## src/rtl/magic_device_arbiter_if.sv

```systemverilog
// rtl/magic_device_arbiter_if.sv - requester and device-port bundle for the magic device arbiter
interface magic_device_arbiter_if #(
  parameter int NREQ = 4
);
  logic [NREQ-1:0]    req_valid;
  logic [NREQ*12-1:0] req_select;
  logic [NREQ-1:0]    req_ready;
  logic [NREQ-1:0]    resp_valid;
  logic [63:0]        resp_data;
  logic [11:0]        dev_read_select;
  logic               dev_read_ready;
  logic               dev_read_valid;
  logic [63:0]        dev_read_data;

  modport master (
    input  req_valid, req_select, dev_read_valid, dev_read_data,
    output req_ready, resp_valid, resp_data, dev_read_select, dev_read_ready
  );

  modport slave (
    output req_valid, req_select, dev_read_valid, dev_read_data,
    input  req_ready, resp_valid, resp_data, dev_read_select, dev_read_ready
  );
endinterface

```

## src/rtl/magic_device_arbiter.sv

```systemverilog
// rtl/magic_device_arbiter.sv - round-robin sharing of one randomizer device read port
module magic_device_arbiter #(
  parameter int NREQ    = 4,
  parameter int LATENCY = 1,
  parameter int CNT_W   = 32
) (
  input  logic                 clock,
  input  logic                 reset,
  magic_device_arbiter_if.master bus,
  output logic                 busy,
  output logic [CNT_W-1:0]     txn_count
);
  localparam int PTR_W = (NREQ > 1) ? $clog2(NREQ) : 1;
  localparam logic [PTR_W-1:0] LAST = PTR_W'(NREQ - 1);

  typedef enum logic [1:0] {IDLE, ISSUE, WAIT, RESP} state_e;

  state_e           state_q, state_d;
  logic [PTR_W-1:0] rr_ptr_q, rr_ptr_d;
  logic [PTR_W-1:0] grant_q, grant_d;
  logic [11:0]      sel_q, sel_d;
  logic [3:0]       cnt_q, cnt_d;
  logic [NREQ-1:0]  resp_valid_q, resp_valid_d;
  logic [63:0]      resp_data_q, resp_data_d;
  logic [CNT_W-1:0] txn_q, txn_d;

  logic [PTR_W-1:0] pick;
  logic [PTR_W-1:0] idx;
  logic             found;
  logic [11:0]      sel_pick;
  logic             any_req;
  logic [NREQ-1:0]  grant_oh;

  assign any_req  = |bus.req_valid;
  assign grant_oh = NREQ'(1) << grant_q;

  // Scan starts at rr_ptr and wraps, so the last-served requester goes to the back.
  always_comb begin
    pick  = rr_ptr_q;
    found = 1'b0;
    idx   = rr_ptr_q;
    for (int k = 0; k < NREQ; k++) begin
      if (!found && bus.req_valid[idx]) begin
        pick  = idx;
        found = 1'b1;
      end
      idx = (idx == LAST) ? '0 : idx + PTR_W'(1);
    end
  end

  always_comb begin
    sel_pick = '0;
    for (int i = 0; i < NREQ; i++) begin
      if (PTR_W'(i) == pick) sel_pick = bus.req_select[i*12 +: 12];
    end
  end

  always_comb begin
    state_d      = state_q;
    rr_ptr_d     = rr_ptr_q;
    grant_d      = grant_q;
    sel_d        = sel_q;
    cnt_d        = cnt_q;
    resp_valid_d = resp_valid_q;
    resp_data_d  = resp_data_q;
    txn_d        = txn_q;
    case (state_q)
      IDLE: begin
        if (any_req) begin
          grant_d = pick;
          sel_d   = sel_pick;
          state_d = ISSUE;
        end
      end
      ISSUE: begin
        if (bus.dev_read_valid) begin
          cnt_d   = 4'(LATENCY - 1);
          state_d = WAIT;
        end
      end
      WAIT: begin
        if (cnt_q != 4'd0) begin
          cnt_d = cnt_q - 4'd1;
        end else begin
          resp_data_d  = bus.dev_read_data;
          resp_valid_d = grant_oh;
          state_d      = RESP;
        end
      end
      RESP: begin
        resp_valid_d = '0;
        rr_ptr_d     = (grant_q == LAST) ? '0 : grant_q + PTR_W'(1);
        txn_d        = txn_q + CNT_W'(1);
        state_d      = IDLE;
      end
      default: state_d = IDLE;
    endcase
  end

  always_ff @(posedge clock or negedge reset) begin
    if (!reset) begin
      state_q      <= IDLE;
      rr_ptr_q     <= '0;
      grant_q      <= '0;
      sel_q        <= '0;
      cnt_q        <= '0;
      resp_valid_q <= '0;
      resp_data_q  <= '0;
      txn_q        <= '0;
    end else begin
      state_q      <= state_d;
      rr_ptr_q     <= rr_ptr_d;
      grant_q      <= grant_d;
      sel_q        <= sel_d;
      cnt_q        <= cnt_d;
      resp_valid_q <= resp_valid_d;
      resp_data_q  <= resp_data_d;
      txn_q        <= txn_d;
    end
  end

  // Ready is held low during reset so nothing looks accepted while the block is cleared.
  assign bus.req_ready       = (reset && state_q == IDLE && any_req) ? NREQ'(1) << pick : '0;
  assign bus.resp_valid      = resp_valid_q;
  assign bus.resp_data       = resp_data_q;
  assign bus.dev_read_select = sel_q;
  assign bus.dev_read_ready  = (state_q == ISSUE);
  assign busy                = (state_q != IDLE);
  assign txn_count           = txn_q;
endmodule

```

## src/flat_wrapper.sv

```systemverilog
// flat-port wrapper written by rule: the top's interface ports become plain ports
module magic_device_arbiter_flat 
#(
  parameter int NREQ    = 4,
  parameter int LATENCY = 1,
  parameter int CNT_W   = 32
)
  (clock, reset, busy, txn_count, bus_req_valid, bus_req_select, bus_dev_read_valid, bus_dev_read_data, bus_req_ready, bus_resp_valid, bus_resp_data, bus_dev_read_select, bus_dev_read_ready);
  magic_device_arbiter_if #(.NREQ(NREQ)) bus_i ();
  input  logic clock;
  input  logic reset;
  output logic busy;
  output logic [CNT_W-1:0] txn_count;
  input wire logic [$bits(bus_i.req_valid)-1:0] bus_req_valid;
  input wire logic [$bits(bus_i.req_select)-1:0] bus_req_select;
  input wire logic [$bits(bus_i.dev_read_valid)-1:0] bus_dev_read_valid;
  input wire logic [$bits(bus_i.dev_read_data)-1:0] bus_dev_read_data;
  output wire logic [$bits(bus_i.req_ready)-1:0] bus_req_ready;
  output wire logic [$bits(bus_i.resp_valid)-1:0] bus_resp_valid;
  output wire logic [$bits(bus_i.resp_data)-1:0] bus_resp_data;
  output wire logic [$bits(bus_i.dev_read_select)-1:0] bus_dev_read_select;
  output wire logic [$bits(bus_i.dev_read_ready)-1:0] bus_dev_read_ready;
  assign bus_i.req_valid = bus_req_valid;
  assign bus_i.req_select = bus_req_select;
  assign bus_i.dev_read_valid = bus_dev_read_valid;
  assign bus_i.dev_read_data = bus_dev_read_data;
  assign bus_req_ready = bus_i.req_ready;
  assign bus_resp_valid = bus_i.resp_valid;
  assign bus_resp_data = bus_i.resp_data;
  assign bus_dev_read_select = bus_i.dev_read_select;
  assign bus_dev_read_ready = bus_i.dev_read_ready;
  magic_device_arbiter #(.NREQ(NREQ), .LATENCY(LATENCY), .CNT_W(CNT_W)) u_core (.clock(clock), .reset(reset), .bus(bus_i), .busy(busy), .txn_count(txn_count));
endmodule
```

## config.mk

```make
export PLATFORM = sky130hd
export DESIGN_NAME = magic_device_arbiter_flat
export DESIGN_NICKNAME = d
export VERILOG_FILES = /design/src/rtl/magic_device_arbiter_if.sv /design/src/rtl/magic_device_arbiter.sv /design/src/flat_wrapper.sv
export SDC_FILE = /design/constraint.sdc
export NUM_CORES = 1
export LEC_CHECK = 0
export CAP_MARGIN = 20
export CORE_MARGIN = 4
export CORE_UTILIZATION = 45
export CTS_BUF_LIST = sky130_fd_sc_hd__clkbuf_4
export DETAILED_ROUTE_END_ITERATION = 6
export DONT_BUFFER_PORTS = 1
export PLACE_DENSITY = 0.7
export SETUP_SLACK_MARGIN = 0.1
export SLEW_MARGIN = 25
export SYNTH_ARGS = -nofsm -noshare
export SYNTH_HDL_FRONTEND = slang
export SYNTH_SLANG_ARGS = --single-unit
```

## constraint.sdc

```tcl
create_clock -name clock -period 6.87 [get_ports clock]
set_clock_uncertainty 0.05 [all_clocks]
set_input_delay 1.374 -clock clock [delete_from_list [all_inputs] [get_ports clock]]
set_output_delay 1.374 -clock clock [all_outputs]
set_load 0.02 [all_outputs]
```

; ---- Yosys cells after proc, flatten, opt, wreduce, memory -nomap -nowiden
; Cells that the tools add are included.
; W data, S select, Z words.
[word_totals]
out_inout_bits = 118
reg_bits = 122
elab_cells = 87
in_bits = 119
[classes]
bitwise_logic = 1
eq_ne = 14
addsub = 6
muxes = 32
reduce_logical = 20
shifts = 2
n_lt_le_gt_ge = 4
[ops]
columns = operator, count
row1 = $mux W12, 4
row2 = $add A32 B1 Y32 const B, 1
row3 = $mux W2, 10
row4 = $mux W4, 4
row5 = $pmux W4 S2, 2
row6 = $eq A2 B2 Y1 const B, 6
row7 = $lt A2 B3 Y1 const B, 4
row8 = $add A2 B1 Y2 const B, 4
row9 = $bmux W1 S2, 4
row10 = $pmux W2 S4, 1
row11 = $shl A1 B2 Y4 const A, 2
row12 = $mux W1, 7
row13 = $reduce_and A2 Y1, 3
row14 = $reduce_and A3 Y1, 2
row15 = $reduce_bool A2 Y1, 3
row16 = $logic_and A1 B1 Y1, 5
row17 = $eq A2 B2 Y1 const A, 2
row18 = $logic_not A2 Y1, 2
row19 = $ne A2 B1 Y1 const B, 2
row20 = $ne A2 B2 Y1 const B, 2
row21 = $reduce_bool A4 Y1, 1
row22 = $reduce_or A4 Y1, 1
row23 = $sub A4 B1 Y4 const B, 1
row24 = $logic_not A1 Y1, 3
row25 = other kinds (3), 3

; ---- Logic depth before layout (Yosys ltp)
; Gate-level depths: netlist of run 1.
[logic_depth]
word_depth = 17
ltp_mapped = 11
depth_no_buf = 8

; ---- Worst setup path after synthesis of run 1
; OpenSTA, ideal clock, no wires.
[synth_timing]
path_type = input to output
startpoint = in bus_req_valid[2]
endpoint = out bus_req_ready[0]
required_ps = 5446
n_path_buf = 3
cell_stages = 9
path_slack_ps = 2172
arrival_ps = 3274
cell_sequence = buf_2 -> mux4_2 -> or3_1 -> o221ai_1 -> a32oi_1 -> buf_6 -> buf_6 -> nand3b_1 -> nor2_1
[synth_between]
elab_chain_len = 14
elab_cells_between_ends = 24
classes_between = shift (1) / mux (15) / reduce/logical (8)
[synth_lines]
columns = item, line_no
row1 = start: declaration, flat_wrapper.sv:14  ; input wire logic [$bits(bus_i.req_valid)-1:0] bus_req_valid;
row2 = $bmux W1 S2, magic_device_arbiter.sv:43  ; if (!found && bus.req_valid[idx]) begin
row3 = $mux W1 (implied by the code), magic_device_arbiter.sv:43
row4 = $mux W1, magic_device_arbiter.sv:43
row5 = $logic_not A1 Y1, magic_device_arbiter.sv:43
row6 = $logic_and A1 B1 Y1, magic_device_arbiter.sv:43
row7 = $mux W1, magic_device_arbiter.sv:43
row8 = $logic_not A1 Y1, magic_device_arbiter.sv:43
row9 = $logic_and A1 B1 Y1, magic_device_arbiter.sv:43
row10 = $mux W1, magic_device_arbiter.sv:43
row11 = $logic_not A1 Y1, magic_device_arbiter.sv:43
row12 = $logic_and A1 B1 Y1, magic_device_arbiter.sv:43
row13 = $mux W2, magic_device_arbiter.sv:43
row14 = $shl A1 B2 Y4, magic_device_arbiter.sv:123  ; assign bus.req_ready = (reset && state_q == IDLE && any_req) ? NREQ'(1) << pick : '0;
row15 = $mux W4 (*), magic_device_arbiter.sv:123
row16 = end: declaration, flat_wrapper.sv:18  ; output wire logic [$bits(bus_i.req_ready)-1:0] bus_req_ready;
; Mark *: on every way between the ends. The rest lies on a longest branch, timed or not. The select of a mux whose other input is x is not followed.

; ---- Worst setup path in the final report of run 1
[layout_timing]
startpoint = reg u_core.rr_ptr_q[0]
endpoint = out bus_req_ready[2]
[layout_between]
elab_chain_len = 14
elab_cells_between_ends = 31
classes_between = add/sub (3) / eq/ne (3) / shift (1) / mux (18) / reduce/logical (6)
[layout_lines]
columns = item, line_no
row1 = start: declaration, magic_device_arbiter.sv:19  ; logic [PTR_W-1:0] rr_ptr_q, rr_ptr_d;
row2 = start signal: assignment, magic_device_arbiter.sv:112  ; rr_ptr_q <= rr_ptr_d;
row3 = "parallel branches: the longest is 11 deep, another holds $add A2 B1 Y2", -
row4 = $mux W2 (*), magic_device_arbiter.sv:43
row5 = $shl A1 B2 Y4 (*), magic_device_arbiter.sv:123
row6 = $mux W4 (*), magic_device_arbiter.sv:123
; Mark *: on every way between the ends. The select of a mux whose other input is x is not followed.

==> results.json, run 1 <==
{
  "clockBufferDepth": 2,
  "portBuffers": 0,
  "grt_max_degree": 125,
  "avgSynthCellArea_um2": 12.66,
  "postCtsSetupBuffers": 0,
  "ctsHoldBuffers": 0,
  "synth-edff-count": 0,
  "cts-root-buf": "clkbuf_4",
  "post-route-util_pct": 49.94,
  "ant_nets": 0,
  "synth_cell_types": 42,
  "fin_nets": 576,
  "wire_per_inst_um": 19.93,
  "start_util_pct": 46.29,
  "seq_area_um2": 3053,
  "clk_pin_slew_worst_paths_ns": 0.11,
  "p_switching_uw": 1372,
  "worstReg2RegStart": "u_core.rr_ptr_q[0]",
  "power_frac_comb_pct": 34.1,
  "post_cts_resized": 0,
  "rsz0062_at_grt": "false",
  "final_cells": 625,
  "status": "completed",
  "numClockSinks": 122,
  "hold_viol": 0,
  "grt_pass1_wl_um": 19420,
  "grt_usage_pct": 17.27,
  "switching_share_pct": 42.58,
  "cap_violations": 0,
  "design_area_um2": 6048,
  "syn-cell-area_um2": 5607,
  "h-tree-depth": 4,
  "clock_power_share_pct": 17.8,
  "hold_class": "flip-flop to flip-flop",
  "ys_seq_elements": 122,
  "via_per_inst": 5.638,
  "drc_errors": 0,
  "p_int_uw": 1851,
  "synthFlopType": "dfrtp_1",
  "syn_inst": 443,
  "num_io_pins": 237,
  "dr.pass1.iters": 4,
  "cts_tree": "yes",
  "report.final.slew_viol_count": 0,
  "drtIter0Drc": 155,
  "die_w_um": 119.6,
  "placed_area_um2": 5717,
  "max_freq_ghz": 0.1965,
  "setup_viol": 0,
  "cp-start-kind": "flip-flop",
  "ir_drop_v": 0.0004096,
  "die-area_um2": 14310,
  "crit_arrival_ns": 3.66,
  "drt-total-wl_um": 12460,
  "diodes": 0,
  "p_seq_share_pct": 48.1,
  "fillers": 1073,
  "clock_latency_ns": 0.50,
  "rows": 40,
  "syn2layout_area_growth_pct": 7.878,
  "antenna_found_initial": 0,
  "dr_total_vias": 3524,
  "die_h_um": 119.6,
  "critPathCaptureType": "output port",
  "slew_headroom_pct": 47.74,
  "ys_async_sr_fraction_pct": 100.0,
  "worst-slew-pin-transition_ns": 0.7641,
  "crit_fanout": 27,
  "cellLeakagePower_uw": 0.002668,
  "critPathLaunch": "u_core.rr_ptr_q[0]",
  "period_share_pct": 74.08,
  "multi_input_area_um2": 2401,
  "grt_overflow": 0,
  "critPathRequiredTime_ns": 5.45,
  "place.gp.congestion": 0.8149,
  "syn_nets": 575,
  "fin_crit_ns": 5.089,
  "drive_gt1_share_pct": 23.41,
  "dp_cells": 593,
  "crit_type": "flip-flop to output port",
  "synth_warnings": 0,
  "tns_ns": 0,
  "hpwl_um": 9344,
  "grt_pass1_vias": 3724,
  "hold_path.startpoint": "u_core.cnt_q[0]",
  "seq_area_frac_synth_pct": 54.45,
  "numCtsBuffers": 17,
  "core_region_area_um2": 12110,
  "power_per_cell_area_nw_per_um2": 532.9
}
-- stage by stage --
stage                     total power [µW]  worst slack (ns)  hold slack [ns]
final                                 3223             1.781           0.4952
after global routing                  3429             1.561           0.4239
after CTS                             3263             1.738           0.4424
after detailed placement              2679             2.150           0.4788
after global placement                2617             2.230           0.4693
after floorplan                       2501             2.172           0.4390
-- logic make-up after synthesis --
kind of cell | after synthesis | share of synthesized area (%)
simple gates | 101 | 8.547
xor+xnor | 33 | 5.155
fa+ha+maj | 13 | 2.901
flops | 122 | 54.45
compound gates | 48 | 6.963
mux | 96 | 19.10
buf+inv | 30 | 2.879
-- worst paths after layout --
kind / end / slack [ns] / cells after the start
min in group asynchronous: u_core.grant_q[0] / 0.51 / 0
hold reg to reg: u_core.cnt_q[0] / 0.50 / 1
max in group asynchronous: u_core.bus.resp_data[32] / 6.09 / 0
setup / recovery: bus_req_ready[2] / 1.78 / 8
setup reg to reg: u_core.bus.dev_read_select[5] / 3.58 / 8
hold / removal: u_core.cnt_q[0] / 0.50 / 1
-- layout by cell type (no fill, tap or decap), types with 5 or more instances in the layout --
cell / instances
clkbuf_4: 18
xor2_1: 9
nand4_1: 7
xnor2_1: 24
dfrtp_1: 122
nor3_1: 5
nand3_1: 13
mux2i_1: 26
a22o_1: 12
mux2_2: 68
nor2_1: 21
nand2_1: 34
inv_1: 10
ha_1: 13
o221ai_1: 13
-- critical path, stage by stage, from the launching register on --
cell	delay, ns
dfrtp_1	0.61
ha_1	0.58
mux4_2	0.61
nor2_1	0.19
o21ai_0	0.13
a32oi_2	0.15
buf_4	0.39
nand3_1	0.16
nor2_1	0.35
-- state kept, by name (all words and copies together), names as in the netlist --
name	flops
u_core.bus.resp_valid	4
u_core.cnt_q	4
u_core.bus.resp_data	64
u_core.rr_ptr_q	2
u_core.bus.dev_read_select	12
u_core.state_q	2
u_core.txn_count	32
u_core.grant_q	2
-- synth_stat cells, types with 3 or more instances --
cell type | number | area [µm²]
and3_1 | 4 | 25.02
o21ai_0 | 4 | 20.02
xnor2_1 | 24 | 210.2
inv_1 | 10 | 37.54
nor3_1 | 5 | 25.02
nor2b_1 | 4 | 25.02
nand3_1 | 13 | 65.06
nand4_1 | 7 | 43.79
nor2_1 | 21 | 78.83
dfrtp_1 | 122 | 3053
nand2b_1 | 4 | 25.02
or3_1 | 3 | 18.77
nand2_1 | 34 | 127.6
clkbuf_1 | 10 | 37.54
mux2_2 | 68 | 765.7
o221ai_1 | 13 | 113.9
buf_6 | 3 | 33.78
ha_1 | 13 | 162.7
buf_2 | 5 | 25.02
xor2_1 | 9 | 78.83
a22o_1 | 12 | 105.1
mux2i_1 | 26 | 260.3
a21oi_1 | 4 | 20.02
-- per-layer routing --
metal,GRT usage [%],share of wire (%),vias to the layer above
met4,6.442,1.8,0
met2,29.80,50,214
li1,-,-,1588
met3,6.975,10,18
met1,19.18,38,1704
met5,0,0,-
-- power groups by stage --
stage	clock [µW]	sequential (µW)	combinational, µW
6_report	573	1550	1100
3_3_place_gp	0	1570	1050
5_1_grt	633	1590	1200
3_5_place_dp	0	1570	1110
4_1_cts	597	1560	1110
2_1_floorplan	0	1470	1030
-- cell type report --
cell class | instances | area share [%]
tap | 168 | 3.475
clock inverter | 14 | 3.248
sequential | 122 | 50.48
multi-input combinational | 291 | 39.70
timing repair buffer | 2 | 0.2482
inverter | 10 | 0.6206
clock buffer | 18 | 2.234
(Power assumes the default switching activity.)
==> run 2, diff against run 1 <==
Clock period 6.87 ns to 4.7 ns, I/O delays scaled along.
==> results.json, run 2 (synthesis results as in run 1) <==
{
  "status": "completed",
  "hpwl_um": 9327,
  "worstReg2RegStart": "u_core.rr_ptr_q[0]",
  "clock_power_share_pct": 17.0,
  "portBuffers": 0,
  "fin_nets": 579,
  "drtIter0Drc": 118,
  "post_cts_resized": 0,
  "die_h_um": 119.6,
  "crit_fanout": 18,
  "drt-total-wl_um": 12520,
  "layout_commonest_cell": "dfrtp_1",
  "grt_pass1_wl_um": 19460,
  "post-route-util_pct": 49.96,
  "fin_crit_ns": 4.307,
  "critPathCaptureType": "output port",
  "cellLeakagePower_uw": 0.002672,
  "critPathRequiredTime_ns": 3.71,
  "place.gp.congestion": 0.7875,
  "dp_cells": 594,
  "cap_violations": 0,
  "setup_viol": 0,
  "core_region_area_um2": 12110,
  "start_util_pct": 46.29,
  "diodes": 0,
  "hold_class": "input port to asynchronous set/reset pin",
  "h-tree-depth": 4,
  "clockBufferDepth": 2,
  "hold_viol": 0,
  "syn2layout_area_growth_pct": 7.922,
  "cts_tree": "yes",
  "drive_gt1_share_pct": 23.48,
  "fillers": 1083,
  "dr_total_vias": 3502,
  "design_area_um2": 6051,
  "p_int_uw": 2657,
  "ir_drop_v": 0.0008105,
  "rsz0062_at_grt": "false",
  "power_per_cell_area_nw_per_um2": 772.5,
  "max_freq_ghz": 0.2322,
  "power_uw": 4675,
  "busiest_layer": "met2",
  "slew_headroom_pct": 46.58,
  "die-area_um2": 14310,
  "die_w_um": 119.6,
  "layout_common_cells": "dfrtp_1 (122), mux2_2 (68), nand2_1 (34), mux2i_1 (26), xnor2_1 (24)",
  "switching_share_pct": 43.16,
  "via_per_inst": 5.576,
  "clock_latency_ns": 0.50,
  "num_io_pins": 237,
  "antenna_found_initial": 0,
  "wire_per_inst_um": 19.94,
  "grt_overflow": 0,
  "grt_util_met1_pct": 19.46,
  "grt_pass1_vias": 3659,
  "placed_area_um2": 5724,
  "numCtsBuffers": 17,
  "report.final.slew_viol_count": 0,
  "dr.pass1.iters": 4,
  "postCtsSetupBuffers": 0,
  "largest_register_ff_count": 64,
  "worst-slew-pin-transition_ns": 0.7811,
  "cp-start-kind": "flip-flop",
  "cts-root-buf": "clkbuf_4",
  "numClockSinks": 122,
  "drc_errors": 0,
  "gr-usage-met3_pct": 6.362,
  "use_met2_pct": 30.33,
  "clk_pin_slew_worst_paths_ns": 0.11,
  "period_share_pct": 91.64,
  "grt_usage_pct": 17.20,
  "rows": 40,
  "ant_nets": 0,
  "critPathLaunch": "u_core.rr_ptr_q[0]",
  "power_frac_comb_pct": 34.5,
  "crit_type": "flip-flop to output port",
  "p_switching_uw": 2018,
  "crit_arrival_ns": 3.32,
  "grt_max_degree": 125,
  "final_cells": 628,
  "tns_ns": 0,
  "p_seq_share_pct": 48.5
}
-- run 2: changes by cell type in the layout (fill, tap and decap cells not counted) --
cell / delta
bufinv_16: -1
dlygate4sd3_1: +2
inv_6: +1
clkinv_4: -1
buf_4: +1
clkinv_2: +1
-- run 2: metrics by stage --
| stage | hold slack (ns) | worst slack, ns |
|---|---|---|
| 2_1_floorplan | 0.4390 | 0.8699 |
| 3_3_place_gp | 0.4702 | 1.031 |
| 3_5_place_dp | 0.4688 | 0.9510 |
| 4_1_cts | 0.01362 | 0.3629 |
| 5_1_grt | 0.003812 | 0.1582 |
| 6_report | 0.07252 | 0.3931 |
-- run 2: path summary, 6_finish.rpt --
check | endpoint | slack, ns | cells past startpoint
max in group asynchronous | u_core.bus.resp_data[52] | 3.44 | 1
max reg2reg | u_core.bus.dev_read_select[5] | 1.36 | 8
min | u_core.grant_q[1] | 0.07 | 0
min in group clock | u_core.cnt_q[1] | 0.49 | 1
max | bus_req_ready[0] | 0.39 | 7
min reg2reg | u_core.cnt_q[1] | 0.49 | 1
-- run 2: routing by layer --
| metal | part of all wire, % | wire, µm |
|---|---|---|
| met4 | 0.95 | 119 |
| met5 | 0 | 0 |
| met1 | 38 | 4792 |
| met3 | 9.6 | 1205 |
| met2 | 51 | 6404 |
-- run 2: final cells by class --
| type | count | area [µm²] | share of cell area, % |
|---|---|---|---|
| clock buffers | 18 | 135.1 | 2.233 |
| clock inverters | 14 | 171.4 | 2.833 |
| inverters | 10 | 37.54 | 0.6203 |
| multi-input cells | 291 | 2401 | 39.68 |
| flip-flops and latches | 122 | 3053 | 50.45 |
| well taps | 168 | 210.2 | 3.474 |
| repair buffers | 5 | 42.54 | 0.7031 |
-- run 2: power by group through the flow --
stage / Clock [µW] / Combinational (µW) / Sequential [µW]
2_1_floorplan: 0 / 1500 / 2150
3_3_place_gp: 0 / 1540 / 2290
3_5_place_dp: 0 / 1620 / 2300
4_1_cts: 816 / 1620 / 2280
5_1_grt: 876 / 1770 / 2330
6_report: 794 / 1610 / 2270
-- run 2: critical path: stages (launching register included) --
cell and delay [ns]:
dfrtp_1 0.60, ha_1 0.57, mux4_2 0.61, nor2b_1 0.16, o221ai_1 0.22, a32oi_2 0.10, nand3b_1 0.21, nor2_1 0.35
-- run 2: timing repair --
action                                  in CTS  in global routing
hold endpoints to repair                     0                 10
endpoints found under the setup margin       0                  0
hold buffers                                 0                  2
==> run 3, diff against run 2 <==
Settings changed: CORE_UTILIZATION 45 to 57, PLACE_DENSITY 0.7 to 0.82.
==> results.json, run 3 (synthesis results as in run 1) <==
{
  "drc_errors": 0,
  "layout_commonest_cell": "dfrtp_1",
  "start_util_pct": 59.55,
  "grt_usage_pct": 21.85,
  "die_h_um": 107.2,
  "cap_violations": 0,
  "status": "completed",
  "core_region_area_um2": 9415,
  "cellLeakagePower_uw": 0.002645,
  "power_uw": 4637,
  "rows": 35,
  "syn2layout_area_growth_pct": 6.316,
  "grt_pass1_wl_um": 19230,
  "hold_class": "input port to asynchronous set/reset pin",
  "numClockSinks": 122,
  "cts-root-buf": "clkbuf_4",
  "fin_crit_ns": 4.308,
  "layout_common_cells": "dfrtp_1 (122), mux2_2 (68), nand2_1 (34), mux2i_1 (26), xnor2_1 (24)",
  "grt_pass1_vias": 3608,
  "drtIter0Drc": 191,
  "die_w_um": 107.2,
  "antenna_found_initial": 0,
  "drive_gt1_share_pct": 23.63,
  "dr_total_vias": 3571,
  "numCtsBuffers": 17,
  "critPathLaunch": "u_core.rr_ptr_q[0]",
  "wire_per_inst_um": 22.06,
  "rsz0062_at_grt": "false",
  "grt_max_degree": 125,
  "h-tree-depth": 4,
  "postCtsSetupBuffers": 0,
  "portBuffers": 0,
  "crit_arrival_ns": 3.32,
  "tns_ns": 0,
  "cts_tree": "yes",
  "drt-total-wl_um": 12930,
  "setup_viol": 0,
  "cp-start-kind": "flip-flop",
  "critPathCaptureType": "output port",
  "num_io_pins": 237,
  "grt_overflow": 0,
  "hold_viol": 0,
  "report.final.slew_viol_count": 0,
  "dr.pass1.iters": 4,
  "max_freq_ghz": 0.2321,
  "power_per_cell_area_nw_per_um2": 778.0,
  "fillers": 710,
  "crit_fanout": 18,
  "slew_headroom_pct": 42.96,
  "ir_drop_v": 0.0009015,
  "crit_type": "flip-flop to output port",
  "critPathRequiredTime_ns": 3.71,
  "die-area_um2": 11490,
  "diodes": 0,
  "ant_nets": 0,
  "hpwl_um": 9780,
  "fin_nets": 577,
  "clockBufferDepth": 2,
  "via_per_inst": 6.094,
  "largest_register_ff_count": 64,
  "clk_pin_slew_worst_paths_ns": 0.13,
  "place.gp.congestion": 0.8450,
  "period_share_pct": 91.67,
  "clock_latency_ns": 0.51,
  "worst-slew-pin-transition_ns": 0.8556,
  "worstReg2RegStart": "u_core.rr_ptr_q[0]"
}
-- run 3: changes by cell type in the layout (fill, tap and decap cells not counted) --
cell / change
buf_4: -1
bufinv_16: -1
clkinv_1: -1
clkinvlp_4: +1
dlygate4sd3_1: -1
ha_1: -1
ha_2: +1
-- run 3: routing by layer --
layer  GRT usage [%]  wire length [µm]
met1           23.75              4607
met2           38.96              6769
met3           7.766              1246
met4           8.128               304
met5               0                 0
-- run 3: through the flow --
stage / area (µm²) / hold WS (ns) / cells / setup slack [ns] / util [%]
global placement: 5668 / 0.4681 / 554 / 1.046 / 60.20
floorplan: 5607 / 0.4390 / 443 / 0.8699 / -
CTS: 5948 / 0.02157 / 585 / 0.3470 / 63.18
detailed placement: 5668 / 0.4694 / 554 / 0.9381 / 60.20
global route: 5961 / 0.003585 / 586 / 0.1553 / 63.31
finish: 5961 / 0.05396 / 586 / 0.3917 / 63.31
-- run 3: report_power, final --
group | leakage [µW] | switching (µW) | internal [µW]
clock network | 0.000145 | 406 | 324
logic | 0.000980 | 790 | 826
registers | 0.00152 | 839 | 1450
total | 0.00265 | 2040 | 2600
-- run 3: final cells by class --
class | instances | area [µm²] | share of cell area (%)
repair buffers | 3 | 25.02 | 0.4198
well taps | 129 | 161.4 | 2.708
flip-flops and latches | 122 | 3053 | 51.22
clock buffers | 18 | 135.1 | 2.267
inverters | 10 | 37.54 | 0.6297
clock inverters | 13 | 145.1 | 2.435
multi-input cells | 291 | 2404 | 40.32
-- run 3: what timing repair did --
action | 4_1_cts | 5_1_grt
hold endpoints to repair | 0 | 3
hold buffers | 0 | 1
resized for setup | 0 | 1
endpoints found under the setup margin | 0 | 1
-- run 3: worst paths after layout --
| check | slack (ns) | end | cells past startpoint |
|---|---|---|---|
| max | 0.39 | bus_req_ready[0] | 7 |
| min in group clock | 0.50 | u_core.cnt_q[1] | 1 |
| max reg2reg | 1.35 | u_core.bus.dev_read_select[9] | 8 |
| min reg2reg | 0.50 | u_core.cnt_q[1] | 1 |
| min | 0.05 | u_core.rr_ptr_q[1] | 0 |
| max in group asynchronous | 3.72 | u_core.bus.dev_read_select[2] | 1 |
-- run 3: critical path, cell delays in order, from the launching register on --
cell,delay (ns)
dfrtp_1,0.61
ha_2,0.53
mux4_2,0.58
nor2b_1,0.16
o221ai_1,0.24
a32oi_2,0.11
nand3b_1,0.22
nor2_1,0.37
